==> src/rtl/mask_tile_controller.sv <==
`default_nettype none
// ============================================================================
//  Module   : mask_tile_controller
//  Purpose  : Streams an IMG_W x IMG_H pixel tile into a bank of LANES kernel
//             units, waits COMPUTE_CYC cycles, then drains the tile back as a
//             valid/ready pixel stream with the border forced to zero and the
//             per-pixel Harris flag attached.
//  Ports    : clk, rst_n          - clock, asynchronous active-low reset
//             start               - begin a tile (sampled only when idle)
//             in_valid/in_ready/in_data      - input pixel stream
//             ku_we/ku_addr/ku_wdata         - kernel-unit write port
//             ku_rdata/ku_flag               - kernel-unit read data (comb.)
//             out_valid/out_ready/out_data/out_flag/out_addr/out_last
//                                            - output pixel stream
//             busy, done          - status
//  Revision : 1.0 - initial release
// ============================================================================
module mask_tile_controller #(
   parameter int IMG_W       = 8,
   parameter int IMG_H       = 8,
   parameter int PIX_W       = 8,
   parameter int PAD         = 1,
   parameter int LANES       = 24,
   parameter int COMPUTE_CYC = 4,
   parameter int ADDR_W      = $clog2(IMG_W*IMG_H),
   parameter int LADDR_W     = $clog2((IMG_W*IMG_H+LANES-1)/LANES)
) (
   input  logic                   clk,
   input  logic                   rst_n,
   input  logic                   start,
   input  logic                   in_valid,
   input  logic [PIX_W-1:0]       in_data,
   output logic                   in_ready,
   output logic [LANES-1:0]       ku_we,
   output logic [LADDR_W-1:0]     ku_addr,
   output logic [PIX_W-1:0]       ku_wdata,
   input  logic [LANES*PIX_W-1:0] ku_rdata,
   input  logic [LANES-1:0]       ku_flag,
   output logic                   out_valid,
   output logic [PIX_W-1:0]       out_data,
   output logic                   out_flag,
   output logic [ADDR_W-1:0]      out_addr,
   output logic                   out_last,
   input  logic                   out_ready,
   output logic                   busy,
   output logic                   done
);

   localparam int NPIX   = IMG_W*IMG_H;
   localparam int LANE_W = (LANES > 1) ? $clog2(LANES) : 1;
   localparam int ROW_W  = (IMG_H > 1) ? $clog2(IMG_H) : 1;
   localparam int COL_W  = (IMG_W > 1) ? $clog2(IMG_W) : 1;
   localparam int CYC_W  = (COMPUTE_CYC > 0) ? $clog2(COMPUTE_CYC+1) : 1;

   localparam logic [ADDR_W-1:0] IDX_LAST = ADDR_W'(NPIX-1);
   localparam logic [LANE_W-1:0] LANE_MAX = LANE_W'(LANES-1);
   localparam logic [COL_W-1:0]  COL_MAX  = COL_W'(IMG_W-1);
   localparam logic [ROW_W-1:0]  ROW_LO   = ROW_W'(PAD);
   localparam logic [ROW_W-1:0]  ROW_HI   = ROW_W'(IMG_H-PAD);
   localparam logic [COL_W-1:0]  COL_LO   = COL_W'(PAD);
   localparam logic [COL_W-1:0]  COL_HI   = COL_W'(IMG_W-PAD);
   localparam logic [CYC_W-1:0]  CYC_END  = CYC_W'(COMPUTE_CYC);

   localparam logic [1:0] S_IDLE    = 2'd0;
   localparam logic [1:0] S_LOAD    = 2'd1;
   localparam logic [1:0] S_COMPUTE = 2'd2;
   localparam logic [1:0] S_DRAIN   = 2'd3;

   logic [1:0]         state_q, state_d;

   // One position counter set serves both load and drain: it is cleared when
   // the final index advances, so each phase starts from pixel 0.
   logic [ADDR_W-1:0]  idx_q,   idx_d;
   logic [LANE_W-1:0]  lane_q,  lane_d;
   logic [LADDR_W-1:0] laddr_q, laddr_d;
   logic [ROW_W-1:0]   row_q,   row_d;
   logic [COL_W-1:0]   col_q,   col_d;
   logic [CYC_W-1:0]   cyc_q,   cyc_d;

   logic [LANES-1:0]   we_q,    we_d;
   logic [LADDR_W-1:0] waddr_q, waddr_d;
   logic [PIX_W-1:0]   wdata_q, wdata_d;

   logic               ovalid_q, ovalid_d;
   logic [PIX_W-1:0]   odata_q,  odata_d;
   logic               oflag_q,  oflag_d;
   logic [ADDR_W-1:0]  oaddr_q,  oaddr_d;
   logic               olast_q,  olast_d;
   logic               done_q,   done_d;

   logic in_hs, idx_last, drain_ld, out_fin, advance, border;

   assign in_hs    = (state_q == S_LOAD) && in_valid;
   assign idx_last = (idx_q == IDX_LAST);
   // Output register refills when empty, or when the held beat is taken and
   // it was not the final one (the final beat ends the tile instead).
   assign drain_ld = (state_q == S_DRAIN) && (!ovalid_q || (out_ready && !olast_q));
   assign out_fin  = ovalid_q && out_ready && olast_q;
   assign advance  = in_hs || drain_ld;
   assign border   = (row_q < ROW_LO) || (row_q >= ROW_HI) ||
                     (col_q < COL_LO) || (col_q >= COL_HI);

   // ---------------- FSM: state register ----------------
   always_ff @(posedge clk or negedge rst_n) begin
      if (!rst_n) state_q <= S_IDLE;
      else        state_q <= state_d;
   end

   // ---------------- FSM: next state ----------------
   always_comb begin
      state_d = state_q;
      case (state_q)
         S_IDLE:    if (start)                state_d = S_LOAD;
         S_LOAD:    if (in_hs && idx_last)    state_d = S_COMPUTE;
         // The first COMPUTE cycle carries the last write pulse; counting
         // starts there so the wait is measured after that pulse.
         S_COMPUTE: if (cyc_q == CYC_END)     state_d = S_DRAIN;
         S_DRAIN:   if (out_fin)              state_d = S_IDLE;
         default:                             state_d = S_IDLE;
      endcase
   end

   // ---------------- FSM: outputs ----------------
   always_comb begin
      in_ready = (state_q == S_LOAD);
      busy     = (state_q != S_IDLE);
      ku_addr  = (state_q == S_DRAIN) ? laddr_q : waddr_q;
   end

   // ---------------- Datapath next values ----------------
   always_comb begin
      idx_d    = idx_q;
      lane_d   = lane_q;
      laddr_d  = laddr_q;
      row_d    = row_q;
      col_d    = col_q;
      cyc_d    = (state_q == S_COMPUTE) ? cyc_q + 1'b1 : '0;
      we_d     = '0;
      waddr_d  = waddr_q;
      wdata_d  = wdata_q;
      ovalid_d = ovalid_q;
      odata_d  = odata_q;
      oflag_d  = oflag_q;
      oaddr_d  = oaddr_q;
      olast_d  = olast_q;
      done_d   = out_fin;

      if (advance) begin
         if (idx_last) begin
            idx_d   = '0;
            lane_d  = '0;
            laddr_d = '0;
            row_d   = '0;
            col_d   = '0;
         end else begin
            idx_d = idx_q + 1'b1;
            if (lane_q == LANE_MAX) begin
               lane_d  = '0;
               laddr_d = laddr_q + 1'b1;
            end else begin
               lane_d  = lane_q + 1'b1;
            end
            if (col_q == COL_MAX) begin
               col_d = '0;
               row_d = row_q + 1'b1;
            end else begin
               col_d = col_q + 1'b1;
            end
         end
      end

      if (in_hs) begin
         we_d    = LANES'(1) << lane_q;
         waddr_d = laddr_q;
         wdata_d = in_data;
      end

      if (drain_ld) begin
         ovalid_d = 1'b1;
         odata_d  = border ? '0 : ku_rdata[lane_q*PIX_W +: PIX_W];
         oflag_d  = border ? 1'b0 : ku_flag[lane_q];
         oaddr_d  = idx_q;
         olast_d  = idx_last;
      end else if (out_fin) begin
         ovalid_d = 1'b0;
      end
   end

   // ---------------- Datapath registers ----------------
   always_ff @(posedge clk or negedge rst_n) begin
      if (!rst_n) begin
         idx_q    <= '0;
         lane_q   <= '0;
         laddr_q  <= '0;
         row_q    <= '0;
         col_q    <= '0;
         cyc_q    <= '0;
         we_q     <= '0;
         waddr_q  <= '0;
         wdata_q  <= '0;
         ovalid_q <= 1'b0;
         odata_q  <= '0;
         oflag_q  <= 1'b0;
         oaddr_q  <= '0;
         olast_q  <= 1'b0;
         done_q   <= 1'b0;
      end else begin
         idx_q    <= idx_d;
         lane_q   <= lane_d;
         laddr_q  <= laddr_d;
         row_q    <= row_d;
         col_q    <= col_d;
         cyc_q    <= cyc_d;
         we_q     <= we_d;
         waddr_q  <= waddr_d;
         wdata_q  <= wdata_d;
         ovalid_q <= ovalid_d;
         odata_q  <= odata_d;
         oflag_q  <= oflag_d;
         oaddr_q  <= oaddr_d;
         olast_q  <= olast_d;
         done_q   <= done_d;
      end
   end

   assign ku_we     = we_q;
   assign ku_wdata  = wdata_q;
   assign out_valid = ovalid_q;
   assign out_data  = odata_q;
   assign out_flag  = oflag_q;
   assign out_addr  = oaddr_q;
   assign out_last  = olast_q;
   assign done      = done_q;

endmodule
`default_nettype wire

==> config.mk <==
export PLATFORM = sky130hd
export DESIGN_NAME = mask_tile_controller
export DESIGN_NICKNAME = d
export VERILOG_FILES = /design/src/rtl/mask_tile_controller.sv
export SDC_FILE = /design/constraint.sdc
export NUM_CORES = 1
export LEC_CHECK = 0
export CAP_MARGIN = 20
export CORE_ASPECT_RATIO = 2
export CORE_MARGIN = 2
export CORE_UTILIZATION = 42
export DETAILED_ROUTE_END_ITERATION = 8
export PLACE_DENSITY_LB_ADDON = 0.08
export SLEW_MARGIN = 15
export SYNTH_ARGS = -nofsm -noshare
export SYNTH_HDL_FRONTEND = slang
export SYNTH_SLANG_ARGS = --single-unit
==> constraint.sdc <==
create_clock -name clk -period 4 [get_ports clk]
set_input_delay 0.8 -clock clk [delete_from_list [all_inputs] [get_ports clk]]
set_output_delay 0.8 -clock clk [all_outputs]
set_load 0.005 [all_outputs]
==> impl_metrics.yaml <==
timing:
  postLayoutSetupSlackWorst_ps: 1290
  final_hold_viol_count: 0
  timing.fmax_mhz: 370
  timing_max_transition_violations_final: 0
  timing.max_slew.rel_slack: 0.360
  tns_ps: 0
  fin_crit_sh: 0.677
  min_period_ps: 2710
  worst_slew_pin_slew_ps: 960
  grt_setup_unrepaired: "false"
  hold-worst-slack_ps: 466
  final_report_setup_violation_count: 0
  timing.clock.skew_ps: 4.97
critical_path:
  worstSetupPathType: "reg -> out"
  path_buf_inv: 1
  cp_cell_sequence: "ha_1 -> mux2_2 -> clkdlybuf4s50_1"
  worst_setup_path_end_kind: "output port"
  critical_path.max_fanout: 6
  critical_path.startpoint_type: "flop"
  cpPeakStageDelay_ps: 450
  critical-path-slowest-cell: "clkdlybuf4s50_1"
  required_time_worst_endpoint_ps: 3200
  timing.critical_path.max_delay_family: "buffers and inverters"
  worst_ep_arrival_time_ps: 1910
synth:
  ys_seq_area_frac: 0.376
  postSynthNetCount: 727
  dominant_cell_type_by_area_after_synthesis: "dfrtp_1"
  number_of_distinct_library_cells_after_synthesis: 51
  synth_top_area_share: 0.376
  async_flop_share: 1.00
  ys_top_cells_by_area: "dfrtp_1 38%, mux4_2 12%, mux2i_1 11%"
  synth_flop_cell: "dfrtp_1"
  syn-instance-count: 481
  ys_top_cells_by_count: "76 x dfrtp_1, 70 x nand2_1, 55 x mux2i_1"
  synth_area_per_cell_um2: 10.5
  number_of_synthesized_flops_with_an_enable_pin: 0
  synth-seq-cells: 76
  synth-warning-count: 0
  top_count_cell_post_synth: "dfrtp_1"
  post_synth_instance_area_um2: 5060
die:
  core.rowCount: 56
  core_region_area_um2: 11800
  floorplan.initialDensity: 0.430
  die_width_um: 81.6
  dieArea_um2: 13000
  ios: 283
  chipHeight_um: 159
clock_network:
  post_cts_buffers: 0
  clock_root_buffer: "clkbuf_16"
  clock_path_buffers: 2
  cts-hold-fix-buffers: 0
  tritoncts.num_buffers: 9
  worst_setup_hold_path_clk_slew_ps: 60
  tritoncts: "yes"
  ctsHtreeMaxLevel: 3
  insertion_delay_ps: 330
  tritoncts_num_sinks: 76
  cts_resized: 0
routing:
  post_detailed_route_wirelength_per_cell_um: 21.9
  route.final.wire_length_mm: 19.6
  num_vias: 5011
  drc_errors: 0
  detailedRoute.firstIterationViolations: 211
  avgViaCountPerCell: 5.61
  number_of_antenna_violating_nets_in_the_routed_design: 0
  first_pass_iters: 5
grt:
  grtUsageTotal: 0.295
  global_route_wire_length_before_repair_mm: 28.4
  via_count_of_the_first_global_routing_pass: 5264
  grt_start_max_net_pins: 77
  antenna_violations_before_repair: 0
  globalRoute.totalOverflow: 0
final_layout:
  final_net_count: 990
  n_antenna_cell: 0
  post_route_cells_drive_above_1_share: 0.0854
  syn_to_final_growth_pct: 61.9
  final_core_util: 0.695
pwr:
  power.static_leakage_uw: 0.00346
  ir_drop_uv: 495
  power_per_cell_area_nw_per_um2: 551
placement:
  count_of_input_and_output_buffers: 282
  pre_cts_slack_ps: 1000
  detailedPlacementHpwl_mm: 15.6
  globalplace.congestion: 0.838
run_status:
  run_status: "completed"
hold_path:
  holdCritPathClass: "reg -> reg"
flow_run:
  cap_violations: 0
-- metal layers --
metal  up-vias  global-route usage  share of wire  routed length (um)
li1       2323                   -              -                   -
met1      2413               0.294           0.33                6380
met2       239               0.548           0.55               10700
met3        36              0.0771          0.090                1770
met4         0               0.126          0.038                 753
met5         -                   0              0                   0
-- worst reg2reg max path, cell delays in order (launching register included) --
cell     delay (ps)
dfrtp_4         790
buf_12          410
mux4_2          590
a21oi_1         400
o41ai_2         120
-- final cells by class --
class / instances / area (um2)
Sequential cell: 76 / 1910
Inverter: 15 / 56.3
Clock buffer: 9 / 225
Timing Repair Buffer: 286 / 2860
Fill cell: 939 / 3590
Tap cell: 145 / 181
Clock inverter: 7 / 66.3
Multi-Input combinational cell: 356 / 2890
-- logic make-up (layout without fill, tap and decap cells) --
group | Yosys count | count (layout) | synth area share
adders and majority gates | 17 | 17 | 0.0421
buffers and inverters | 49 | 317 | 0.0537
xor gates and xnor gates | 3 | 3 | 0.00520
AOI/OAI and AO/OA | 97 | 97 | 0.144
muxes | 87 | 87 | 0.240
and+or+nand+nor | 152 | 152 | 0.139
DFF | 76 | 76 | 0.376
-- per-stage QoR --
stage | area, um2 | power, uW | std cells
detailed placement | 7890 | 3730 | 878
global route | 8190 | 4780 | 894
finish | 8190 | 4510 | 894
floorplan | 5060 | 2850 | 481
CTS | 8190 | 4530 | 894
global placement | 7890 | 3660 | 878
-- sequential cells by signal, summed over array words and instances (netlist names) --
register   flops
lane_q         5
ku_we         24
out_data       8
out_addr       6
col_q          3
laddr_q        2
row_q          3
out_valid      1
waddr_q        2
idx_q          6
out_flag       1
out_last       1
cyc_q          3
ku_wdata       8
state_q        2
done           1
-- path summary, 6_finish.rpt --
| check | from | endpoint | depth (start not counted) | slack (ps) |
|---|---|---|---|---|
| max in group asynchronous | rst_n | lane_q[0] | 1 | 2650 |
| setup reg to reg | lane_q[0] | out_flag | 4 | 1560 |
| min in group asynchronous | rst_n | out_addr[2] | 1 | 590 |
| hold / removal | cyc_q[0] | cyc_q[0] | 1 | 470 |
| hold reg to reg | cyc_q[0] | cyc_q[0] | 1 | 470 |
| setup / recovery | state_q[1] | ku_addr[1] | 3 | 1290 |
-- power breakdown --
part	leakage, uW	internal (uW)	switching, uW
Combinational	0.00232	1260	1090
Clock	0.000145	438	345
Sequential	0.000988	985	384
-- layout by cell type, fill, tap and decap left out, drive strengths merged, types with 2 or more instances in the layout --
| cell | count |
|---|---|
| a2111oi | 2 |
| a21oi | 19 |
| a22o | 5 |
| a22oi | 18 |
| a32o | 4 |
| and2 | 13 |
| and3 | 6 |
| buf | 5 |
| clkbuf | 9 |
| clkdlybuf4s50 | 281 |
| dfrtp | 76 |
| ha | 17 |
| inv | 21 |
| mux2 | 5 |
| mux2i | 55 |
| mux4 | 27 |
| nand2 | 70 |
| nand2b | 3 |
| nand3 | 13 |
| nand3b | 3 |
| nor2 | 24 |
| nor2b | 6 |
| nor3 | 8 |
| o21ai | 11 |
| o221ai | 8 |
| o22ai | 11 |
| o2bb2ai | 2 |
| o41ai | 8 |
| or3b | 2 |
| xnor2 | 2 |
Power figures use the tool's default switching activity.
